## src/rtl/tick_gen_if.sv

```systemverilog
// Control/status bundle for tick_gen.
// master: the controlling FSM (drives commands, reads status).
// slave:  the tick generator itself.
interface tick_gen_if #(
  parameter int W = 16,
  parameter int B = 8
);
  logic         start;
  logic         stop;
  logic         pause;
  logic [W-1:0] div;
  logic [B-1:0] burst;
  logic         tick;
  logic         done;
  logic         busy;
  logic [B-1:0] ticks_left;

  modport master (
    output start, stop, pause, div, burst,
    input  tick, done, busy, ticks_left
  );

  modport slave (
    input  start, stop, pause, div, burst,
    output tick, done, busy, ticks_left
  );
endinterface

```

## src/rtl/tick_gen.sv

```systemverilog
// Programmable prescaler and burst sequencer.
// Emits a registered one-cycle tick every div_eff clocks while running.
// Supports free-run (burst == 0) or fixed-length bursts, pause/resume and abort.
// Command priority each cycle: rst > stop > start > pause > normal count.
// Optional feature macro TICK_GEN_LIVE_DIV_EN: when defined, div is re-sampled
// at every prescaler wrap so a new period takes effect from the next period;
// otherwise div is captured only on start.
module tick_gen #(
  parameter int W = 16,
  parameter int B = 8
) (
  input  logic       clk,
  input  logic       rst,
  tick_gen_if.slave  bus
);

  typedef enum logic [1:0] {
    IDLE   = 2'd0,
    RUN    = 2'd1,
    PAUSED = 2'd2
  } state_t;

  localparam logic [W-1:0] ONE_W = W'(1);
  localparam logic [B-1:0] ONE_B = B'(1);

  state_t       state, state_n;
  logic [W-1:0] presc, presc_n;
  logic [W-1:0] div_q, div_n;
  logic [B-1:0] left, left_n;
  logic         tick_r, tick_n;
  logic         done_r, done_n;
  logic         wrap;

  // A zero divisor behaves like a divisor of one (tick every cycle).
  function automatic logic [W-1:0] div_eff(input logic [W-1:0] d);
    return (d == '0) ? ONE_W : d;
  endfunction

  // div_q is never below 1, so this compare cannot underflow.
  assign wrap = (presc == (div_q - ONE_W));

  // Next-state and next-output decode, following the command priority order.
  always_comb begin
    state_n = state;
    presc_n = presc;
    left_n  = left;
    div_n   = div_q;
    tick_n  = 1'b0;
    done_n  = 1'b0;
    if (bus.stop) begin
      state_n = IDLE;
      presc_n = '0;
      left_n  = '0;
    end else if (bus.start) begin
      state_n = RUN;
      presc_n = '0;
      left_n  = bus.burst;
      div_n   = div_eff(bus.div);
    end else if (state != IDLE) begin
      if (bus.pause) begin
        // Hold prescaler and remaining count; no tick while paused.
        state_n = PAUSED;
      end else begin
        // Leaving PAUSED counts on the same edge, so a pause costs exactly
        // as many cycles as pause was held high.
        state_n = RUN;
        if (wrap) begin
          presc_n = '0;
          tick_n  = 1'b1;
`ifdef TICK_GEN_LIVE_DIV_EN
          div_n   = div_eff(bus.div);
`endif
          // Non-zero left while busy means burst mode; free-run keeps it 0.
          if (left != '0) begin
            left_n = left - ONE_B;
            if (left == ONE_B) begin
              done_n  = 1'b1;
              state_n = IDLE;
            end
          end
        end else begin
          presc_n = presc + ONE_W;
        end
      end
    end
  end

  // Control registers with synchronous reset.
  always_ff @(posedge clk) begin
    if (rst) begin
      state  <= IDLE;
      presc  <= '0;
      left   <= '0;
      tick_r <= 1'b0;
      done_r <= 1'b0;
    end else begin
      state  <= state_n;
      presc  <= presc_n;
      left   <= left_n;
      tick_r <= tick_n;
      done_r <= done_n;
    end
  end

  // Latched period; only consulted while busy, so it needs no reset.
  always_ff @(posedge clk) begin
    div_q <= div_n;
  end

  assign bus.tick       = tick_r;
  assign bus.done       = done_r;
  assign bus.busy       = (state != IDLE);
  assign bus.ticks_left = left;

endmodule
```

## src/flat_wrapper.sv

```systemverilog
// flat-port wrapper written by rule: the top's interface ports become plain ports
module tick_gen_flat 
#(
  parameter int W = 16,
  parameter int B = 8
)
  (clk, rst, bus_start, bus_stop, bus_pause, bus_div, bus_burst, bus_tick, bus_done, bus_busy, bus_ticks_left);
  tick_gen_if #(.W(W), .B(B)) bus_i ();
  input  logic clk;
  input  logic rst;
  input wire logic [$bits(bus_i.start)-1:0] bus_start;
  input wire logic [$bits(bus_i.stop)-1:0] bus_stop;
  input wire logic [$bits(bus_i.pause)-1:0] bus_pause;
  input wire logic [$bits(bus_i.div)-1:0] bus_div;
  input wire logic [$bits(bus_i.burst)-1:0] bus_burst;
  output wire logic [$bits(bus_i.tick)-1:0] bus_tick;
  output wire logic [$bits(bus_i.done)-1:0] bus_done;
  output wire logic [$bits(bus_i.busy)-1:0] bus_busy;
  output wire logic [$bits(bus_i.ticks_left)-1:0] bus_ticks_left;
  assign bus_i.start = bus_start;
  assign bus_i.stop = bus_stop;
  assign bus_i.pause = bus_pause;
  assign bus_i.div = bus_div;
  assign bus_i.burst = bus_burst;
  assign bus_tick = bus_i.tick;
  assign bus_done = bus_i.done;
  assign bus_busy = bus_i.busy;
  assign bus_ticks_left = bus_i.ticks_left;
  tick_gen #(.W(W), .B(B)) u_core (.clk(clk), .rst(rst), .bus(bus_i));
endmodule
```

## config.mk

```make
export PLATFORM = sky130hd
export DESIGN_NAME = tick_gen_flat
export DESIGN_NICKNAME = d
export VERILOG_FILES = /design/src/rtl/tick_gen_if.sv /design/src/rtl/tick_gen.sv /design/src/flat_wrapper.sv
export SDC_FILE = /design/constraint.sdc
export NUM_CORES = 1
export LEC_CHECK = 0
export BUFFER_PORTS_ARGS = -buffer_cell sky130_fd_sc_hd__buf_2
export CAP_MARGIN = 20
export CORE_MARGIN = 2
export CORE_UTILIZATION = 45
export DETAILED_ROUTE_END_ITERATION = 12
export HOLD_SLACK_MARGIN = 0.05
export PLACE_DENSITY = 0.66
export SKIP_CTS_REPAIR_TIMING = 1
export SLEW_MARGIN = 5
export SYNTH_ARGS = -nofsm -noshare
export SYNTH_HDL_FRONTEND = slang
export SYNTH_SLANG_ARGS = --single-unit
```

## constraint.sdc

```tcl
create_clock -name clk -period 4.1 [get_ports clk]
set_clock_uncertainty 0.15 [all_clocks]
set_input_delay 0.41 -clock clk [delete_from_list [all_inputs] [get_ports clk]]
set_output_delay 0.41 -clock clk [all_outputs]
set_load 0.05 [all_outputs]
```

==> qor.yml, run 1 <==
postSynthNetCount: 317
final_cells: 382
grt_max_degree: 17
cts_tree: "done"
grt_pass1_vias: 1869
drc: 0
finalWirelength_microns: 5030
clock_latency_ps: 300
yosysSeqAreaShare_pct: 42.2
hold_start: "bus_div[13]"
htreeDepth: 2
worst_pin_slew_ps: 616
cap_violations: 0
worstSetupPathType: "flop to flop"
antenna_found_initial: 0
slew_headroom_pct: 58.8
grt_pass1_wl_microns: 8520
tns_ps: 0
synth_area_leaders: "dfxtp_1, edfxtp_1, xor2_1"
cts_made_buffers: 5
die_x_microns: 78.0
core-area_sq_um: 5200
gp_congestion: 0.834
crit_path_end_kind: "flop"
clk_pin_slew_ps: 80
fin_area_sq_um: 2800
slew_viol_final: 0
syn_area_per_cell_sq_um: 8.72
antenna_cells: 0
dr.pass1.iters: 4
postPlaceCellArea_sq_um: 2690
critPathMaxFanout: 14
cts_sinks: 44
row_count: 26
n_fill_cell: 499
final_antenna_net_count: 0
worstPathArrival_ps: 3520
r2r_end: "u_core.bus.ticks_left[6]"
dp_hpwl_microns: 3910
hold_viol: 0
fmax_mhz: 290
ff2ff_path_depth: 8
holdPathStages: 1
r2r_slack_ps: 660
dieArea_sq_um: 6090
ys_types: 45
hold_path_class: "primary input to flop"
cts_max_path_buffers: 2
multi_input_area_sq_um: 1320
pin_count: 40
wl_per_cell_microns: 13.2
async_reset_ff_share_pct: 0
fin_util_pct: 53.9
dp_cells: 374
ys.flop_type: "dfxtp_1"
ys_warn_count: 0
critPathLaunchType: "flop"
setup_viol_count_final: 0
area_growth_pct: 13.6
rsz0062_at_grt: "false"
p_leak_nw: 1.07
yosysTopAreaCellShare_pct: 22.7
initial_core_util_pct: 47.4
numPortBuffers: 39
regArea_sq_um: 1040
ys_ff_latch: 44
hold_end: "u_core.div_q[13]"
fp.dieH_microns: 78.0
worstPathRequired_ps: 4180
irDropWorstVdd_v: 0.000164
syn_inst: 283
root_buffer: "clkbuf_8"
grt_overflow_total: 0
groute.usage.overall_pct: 17.5
viasPerCell: 5.36
synth_area_sq_um: 2470
yosysTopAreaCell: "dfxtp_1"
drive_gt1_share_pct: 18.3
pwr_density_cell_nw_per_um2: 329
outcome: "finished, final reports clean"
synth_edf_count: 16
drtIter0Drc: 136
via_count: 2047
fin_crit_sh_pct: 84.0
finalNetCount: 345
r2r_start: "u_core.div_q[2]"
min_period_ps: 3440
finalPower_w: 0.000921
sequential cells by signal, indices dropped and copies added (netlist names):
| signal | cells |
|---|---|
| u_core.bus.done | 1 |
| u_core.bus.tick | 1 |
| u_core.bus.ticks_left | 8 |
| u_core.div_q | 16 |
| u_core.presc | 16 |
| u_core.state | 2 |
power by group:
group          switching, W  internal [W]   total, W
Clock              0.000154      0.000184   0.000338
Sequential        0.0000167      0.000468   0.000485
Combinational     0.0000597     0.0000391  0.0000989
Total              0.000231      0.000691   0.000921
routing by layer:
metal / global-route usage, % / routed length [microns] / share of wire (%)
met1: 24.5 / 2490 / 50
met2: 27.8 / 2260 / 45
met4: 5.79 / 68 / 1.4
met3: 2.76 / 209 / 4.2
met5: 0 / 0 / 0
cells in the final DEF (no fill, tap or decap), types with 3 or more instances in the layout:
master / n
ha_1: 5
clkbuf_8: 5
o21ai_0: 10
edfxtp_1: 16
a21oi_1: 6
nand2_1: 23
dfxtp_1: 28
or4_1: 4
nand2b_1: 3
nor2b_1: 3
nor4_1: 8
inv_1: 7
xnor2_1: 16
xor2_1: 18
nand3_1: 19
nor3_1: 11
buf_2: 39
and3_1: 11
nand4_1: 3
nor2_1: 39
o211ai_1: 3
worst max-delay path by stage:
stage               startpoint                        to
2_1_floorplan  u_core.div_q[2]  u_core.bus.ticks_left[6]
4_1_cts        u_core.div_q[2]  u_core.bus.ticks_left[6]
3_3_place_gp   u_core.div_q[2]  u_core.bus.ticks_left[6]
3_5_place_dp   u_core.div_q[2]  u_core.bus.ticks_left[6]
6_report       u_core.div_q[2]  u_core.bus.ticks_left[6]
5_1_grt        u_core.div_q[2]  u_core.bus.ticks_left[6]
cell families after synthesis:
family	synth area share, %
simple gates	29.3
xor+xnor	12.1
mux	0.406
flops	42.2
buf+inv	4.16
fa+ha+maj	2.54
compound gates	9.33
worst max-delay path, cell delays in order, from the launching register on:
cell and delay, ps:
edfxtp_1 500, or4_4 550, nor4b_2 280, o22ai_1 100
or4_4 440, nor4_4 340, nand3_2 290, or4_1 570
a31oi_1 160
stage by stage:
| stage | hold WS (ps) | setup slack, ps |
|---|---|---|
| finish | 150 | 656 |
| global placement | 363 | 772 |
| detailed placement | 360 | 663 |
| CTS | 142 | 653 |
| floorplan | 323 | 1030 |
| global route | 135 | 463 |
cells in the mapped netlist, types with 7 or more instances:
| master | number |
|---|---|
| nor4_1 | 8 |
| nor2_1 | 39 |
| nor3_1 | 11 |
| o21ai_0 | 10 |
| nand2_1 | 23 |
| and3_1 | 11 |
| nand3_1 | 19 |
| edfxtp_1 | 16 |
| dfxtp_1 | 28 |
| xor2_1 | 18 |
| clkbuf_1 | 18 |
| xnor2_1 | 16 |
| inv_1 | 7 |
area by class of cell:
class | count | share of cell area [%]
clock inverters | 3 | 1.65
multi-input cells | 212 | 47.2
flip-flops and latches | 44 | 37.1
inverters | 7 | 0.937
well taps | 70 | 3.12
clock buffers | 5 | 2.45
repair buffers | 41 | 7.50
(Power assumes the default switching activity.)
==> inputs of run 2 (changes only) <==
- ABC_AREA: default -> 1
- PLACE_DENSITY: 0.66 -> 0.68
- clock period: 4.1 -> 2.8 ns (I/O delays scaled with it)
==> run 2 against run 1 <==
- clock power is 13% higher
- routed wire length is 37% higher
- count of clock-buffer cells in the layout is 2 higher
- die area is 15% higher
- cell count is 41% higher
- utilization is 0.52 points lower
- critical endpoint is now u_core.bus.ticks_left[1]
==> qor.yml, run 2 <==
outcome: "finished, final reports clean"
cts_sinks: 44  # unchanged
crit_end: "u_core.bus.ticks_left[1]"
cp.buffers_inverters: 1  # +1
clock_latency_ps: 300  # about the same
gp_congestion: 0.894  # +7.1%
worstPathCellList: "inv_1, ha_1, nand2_1, nor2_1, nand2_1, a21oi_1, nand2_1, nor2_1, nand3_1, nor2_4, nand3_4, nand2_4, nand2_1, nand2_1, nor2_1"
cts_made_buffers: 5  # unchanged
ff2ff_path_depth: 15  # +7
pin_count: 40  # unchanged
pre_cts_ws_ps: 212  # -451 ps
clk_pin_slew_ps: 80  # about the same
ys.flop_type: "dfxtp_1"
r2r_end: "u_core.bus.ticks_left[1]"
wl_per_cell_microns: 12.8  # -2.8%
synth_area_leaders: "dfxtp_1, edfxtp_1, nand2_1"
grt_pass1_vias: 2383  # +28%
syn_inst: 418  # +48%
synth_area_sq_um: 2870  # +16%
cap_violations: 0  # unchanged
numPortBuffers: 39  # unchanged
fp.dieH_microns: 83.8  # +7.4%
groute.usage.overall_pct: 18.9  # +1.4 points
synth_edf_count: 16  # unchanged
root_buffer: "clkbuf_8"
die_x_microns: 83.8  # +7.4%
max_stage_delay_ps: 390  # -180 ps
final_cell_mix: "nand2_1, nor2_1, inv_1"
ys_warn_count: 0  # unchanged
yosysTopAreaCell: "dfxtp_1"
ys_types: 32  # -29%
tns_ps: 0  # unchanged
cp.depth: 15  # +7
slew_viol_final: 0  # unchanged
fmax_mhz: 396  # +37%
row_count: 29  # +12%
final_antenna_net_count: 0  # unchanged
syn_area_per_cell_sq_um: 6.86  # -21%
dieArea_sq_um: 7030  # +15%
fin_util_pct: 53.3  # -0.52 points
drtIter0Drc: 102  # -25%
hold_path_class: "primary input to flop"
crit_path_end_kind: "flop"
core-area_sq_um: 6240  # +20%
critPathMaxFanout: 9  # -5
viasPerCell: 5.00  # -6.8%
fin_area_sq_um: 3330  # +19%
irDropWorstVdd_v: 0.000202  # +23%
min_period_ps: 2520  # -922 ps
finalWirelength_microns: 6900  # +37%
htreeDepth: 2  # unchanged
postSynthNetCount: 452  # +43%
worstSetupPathType: "flop to flop"
finalNetCount: 495  # +43%
p_leak_nw: 1.48  # +38%
setup_viol_count_final: 0  # unchanged
dr.pass1.iters: 4  # unchanged
dp_hpwl_microns: 5020  # +28%
worst_pin_slew_ps: 356  # -260 ps
synth.most_common_cell: "nand2_1"
r2r_start: "u_core.div_q[0]"
cts_max_path_buffers: 2  # unchanged
ys_ff_latch: 44  # unchanged
cts_tree: "done"
antenna_found_initial: 0  # unchanged
antenna_cells: 0  # unchanged
initial_core_util_pct: 46.0  # -1.5 points
setup_slack_ps: 278  # -378 ps
cpMaxStageDelayCell: "edfxtp_1"
area_growth_pct: 16.1
r2r_slack_ps: 280  # -380 ps
grt_overflow_total: 0  # unchanged
hold_viol: 0  # unchanged
worstPathRequired_ps: 2840  # -1340 ps
drc: 0  # unchanged
critPathLaunchType: "flop"
async_reset_ff_share_pct: 0  # unchanged
yosysSeqAreaShare_pct: 36.3  # -5.9 points
fin_crit_sh_pct: 90.1  # +6.1 points
worstPathArrival_ps: 2570  # -950 ps
synthTopCellsByCount: "nand2_1, nor2_1, inv_1"
slew_headroom_pct: 76.0  # +17 points
n_fill_cell: 603  # +21%
grt_max_degree: 17  # unchanged
crit_start: "u_core.div_q[0]"
crit_family: "simple AND/OR/NAND/NOR gates"
yosysTopAreaCellShare_pct: 19.5  # -3.2 points
pwr_density_cell_nw_per_um2: 399  # +21%
grt_pass1_wl_microns: 10800  # +26%
via_count: 2693  # +32%
postPlaceCellArea_sq_um: 3100  # +15%
crit_top_cell: "nand2_1"
final_common_cell: "nand2_1"
drive_gt1_share_pct: 14.7  # -3.6 points
[run 2: changes by cell type in the layout (fill, tap and decap cells not counted), sizes merged, moves of 10 or more]
cell / before / now
nand2: 23 / 124
dlygate4sd3: 0 / 15
inv: 8 / 45
nor2: 39 / 62
and3: 11 / 0
nand3: 20 / 30
xnor2: 16 / 6
[run 2: worst reg2reg max path, cell delays in order, from the launching register on]
cell      delay, ps
edfxtp_1        390
inv_1           160
ha_1            260
nand2_1         120
nor2_1          180
nand2_1          80
a21oi_1         120
nand2_1          60
nor2_1          100
nand3_1         140
nor2_4          150
nand3_4         150
nand2_4         160
nand2_1          90
nand2_1          70
nor2_1           40
[run 2: through the flow]
stage	hold slack [ps]	total power, W	std cells
after floorplan	258	0.000882	418
after global placement	322	0.000935	516
after detailed placement	324	0.000940	516
after CTS	23.0	0.00131	524
after global routing	102	0.00139	539
final	103	0.00133	539
[run 2: final cells by class]
class                           count  area [sq um]  share of cell area [%]
Tap cell                           77          96.3                    2.89
Clock buffer                        7          76.3                    2.29
Inverter                           47           176                    5.30
Sequential cell                    44          1040                    31.3
Multi-Input combinational cell    306          1570                    47.1
Timing Repair Buffer               57           368                    11.0
Clock inverter                      1          3.75                   0.113
[run 2: report_power, final]
part           internal, W  total [W]  switching (W)
sequential        0.000686   0.000712      0.0000261
clock             0.000174   0.000381       0.000207
combinational    0.0000932   0.000234       0.000141
total             0.000953    0.00133       0.000374
[run 2: worst min path at each step]
stage                 from          endpoint  cells past startpoint
2_1_floorplan    bus_pause   u_core.state[1]                      2
3_3_place_gp   bus_div[10]  u_core.div_q[10]                      1
3_5_place_dp    bus_div[6]   u_core.div_q[6]                      1
4_1_cts         bus_div[6]   u_core.div_q[6]                      1
5_1_grt          bus_pause   u_core.state[1]                      3
6_report         bus_pause   u_core.state[1]                      3
[run 2: kinds of logic after synthesis]
kind of cell | after synthesis | synth area share [%]
flip-flops | 44 | 36.3
AO/OA/AOI/OAI | 27 | 4.97
buffers and inverters | 68 | 9.12
AND/OR/NAND/NOR | 245 | 38.6
XOR/XNOR | 29 | 8.86
adder cells (fa/ha/maj) | 5 | 2.18
[run 2: metal layers]
| metal | vias up | track usage (%) | wire, microns |
|---|---|---|---|
| met3 | 8 | 2.37 | 210 |
| met1 | 1245 | 26.4 | 3350 |
| met2 | 47 | 31.0 | 3260 |
| met4 | 0 | 5.28 | 76 |
| li1 | 1393 | - | - |
| met5 | - | 0 | 0 |
==> inputs of run 3 (changes only) <==
- ABC_AREA: 1 -> default
==> run 3 against run 2 <==
- the run now ends with setup timing left
- utilization rose by 9.1 points
- worst hold slack got worse by 27 ps
- count of clock-buffer cells in the layout fell by 1
- sequential power fell by 1%
- critical path depth fell by 3
- routed wire length fell by 17%
- die area fell by 13%
- register-to-register slack got worse by 520 ps
- sequential cell count did not move
- cell count fell by 22%
- power rose by 3.8%
- critical endpoint is now u_core.bus.ticks_left[3]
- largest cell class unchanged
- highest routed layer unchanged
==> qor.yml, run 3 (synthesis results as in run 1) <==
setup_viol_count_final: 26  # +26
cap_violations: 0  # unchanged
worstPathCellList: "buf_4, inv_1, ha_1, nand2b_1, nor4_2, xnor2_1, or4_4, nor4_4, buf_4, and3_1, nor2_1, a311o_1"
regArea_sq_um: 1040  # unchanged
worst_pin_slew_ps: 812  # +456 ps
fin_crit_sh_pct: 109  # +19 points
hold_viol: 0  # unchanged
initial_core_util_pct: 47.4  # +1.5 points
via_count: 2225  # -17%
final_antenna_net_count: 0  # unchanged
area_growth_pct: 31.6
row_count: 26  # -10%
multi_input_area_sq_um: 1410  # -10%
clk_pin_slew_ps: 80  # about the same
fp.dieH_microns: 78.0  # -6.9%
numPortBuffers: 39  # unchanged
cpMaxStageDelayCell: "or4_4"
finalPower_w: 0.00138  # +3.8%
cts_max_path_buffers: 2  # unchanged
finalWirelength_microns: 5750  # -17%
critPathLaunchType: "flop"
p_leak_nw: 1.28  # -13%
dieArea_sq_um: 6090  # -13%
core-area_sq_um: 5200  # -17%
gp_congestion: 0.867  # -3.0%
wl_per_cell_microns: 13.6  # +6.1%
cts_tree: "done"
slew_headroom_pct: 45.7  # -30 points
setup_slack_ps: -246  # -523 ps
dr.pass1.iters: 4  # unchanged
htreeDepth: 2  # unchanged
violations: "setup timing"
die_x_microns: 78.0  # -6.9%
postPlaceCellArea_sq_um: 2840  # -8.3%
clock_latency_ps: 300  # about the same
drtIter0Drc: 97  # -4.9%
outcome: "complete, but fails checks"
grt_max_degree: 17  # unchanged
groute.usage.overall_pct: 18.3  # -0.64 points
antenna_found_initial: 0  # unchanged
root_buffer: "clkbuf_8"
fin_util_pct: 62.4  # +9.1 points
final_common_cell: "buf_2"
min_period_ps: 3050  # +523 ps
slew_viol_final: 0  # unchanged
critPathMaxFanout: 5  # -4
max_stage_delay_ps: 500  # +110 ps
grt_overflow_total: 0  # unchanged
worstSetupPathType: "flop to flop"
final_cell_mix: "buf_2, nor2_1, dfxtp_1"
irDropWorstVdd_v: 0.000358  # +77%
hold_path_class: "primary input to flop"
fmax_mhz: 328  # -17%
drc: 0  # unchanged
rsz0062_at_grt: "true"
pwr_density_cell_nw_per_um2: 424  # +6.4%
cts_sinks: 44  # unchanged
fin_area_sq_um: 3250  # -2.4%
worstPathArrival_ps: 3080  # +510 ps
finalNetCount: 386  # -22%
grt_pass1_vias: 2018  # -15%
grt_pass1_wl_microns: 8940  # -17%
crit_top_cell: "buf_4"
worstPathRequired_ps: 2840  # about the same
cts_made_buffers: 5  # unchanged
pin_count: 40  # unchanged
dp_hpwl_microns: 4020  # -20%
antenna_cells: 0  # unchanged
viasPerCell: 5.26  # +5.3%
crit_path_end_kind: "flop"
crit_family: "simple AND/OR/NAND/NOR gates"
drive_gt1_share_pct: 27.8  # +13 points
cp.buffers_inverters: 3  # +2
n_fill_cell: 455  # -25%
-- run 3: cell types whose count changed in the layout (fill, tap and decap cells not counted), moves of 5 or more --
cell / previous run / this run
nand2_1: 118 / 22
inv_1: 44 / 7
nor2_1: 53 / 33
nand3_1: 28 / 18
and3_1: 0 / 11
buf_6: 0 / 6
nor2_4: 5 / 0
xor2_1: 23 / 18
buf_4: 3 / 22
a21oi_1: 14 / 4
xnor2_1: 6 / 16
-- run 3: final timing paths --
kind                       startpoint                       end  slack, ps  cells past startpoint
max                   u_core.div_q[0]  u_core.bus.ticks_left[3]       -250                     12
min                      bus_burst[1]  u_core.bus.ticks_left[1]         80                      3
max reg2reg           u_core.div_q[0]  u_core.bus.ticks_left[3]       -250                     12
min reg2reg  u_core.bus.ticks_left[7]  u_core.bus.ticks_left[7]        390                      2
-- run 3: layout make-up --
cell class	count	share of cell area [%]
sequential	44	32.0
multi-input combinational	212	43.3
clock inverter	2	1.08
clock buffer	6	2.23
inverter	7	0.809
timing repair buffer	82	17.8
tap	70	2.70
-- run 3: where the power goes --
part           switching (W)  internal, W
Combinational       0.000108    0.0000885
Clock               0.000215     0.000264
Sequential         0.0000179     0.000685
Total               0.000341      0.00104
-- run 3: worst register-to-register path, stage by stage (launching register included) --
cell,delay [ps]
edfxtp_1,410
buf_4,150
inv_1,40
ha_1,230
nand2b_1,120
nor4_2,170
xnor2_1,110
or4_4,500
nor4_4,320
buf_4,170
and3_1,190
nor2_1,60
a311o_1,310
-- run 3: through the flow --
step | instances | hold WS (ps) | setup slack (ps) | TNS (ps)
floorplan | 283 | 261 | -189 | -1800
global placement | 394 | 323 | -152 | -2870
detailed placement | 394 | 323 | -317 | -5490
CTS | 402 | 6.52 | -352 | -5970
global route | 423 | 73.3 | -392 | -8530
finish | 423 | 75.3 | -246 | -4500
-- run 3: per-layer routing --
metal | vias up | global-route usage (%) | routed length [microns]
met5 | - | 0 | 0
met4 | 0 | 5.96 | 116
met3 | 9 | 3.56 | 281
met2 | 59 | 29.8 | 2700
met1 | 1019 | 24.6 | 2650
li1 | 1138 | - | -
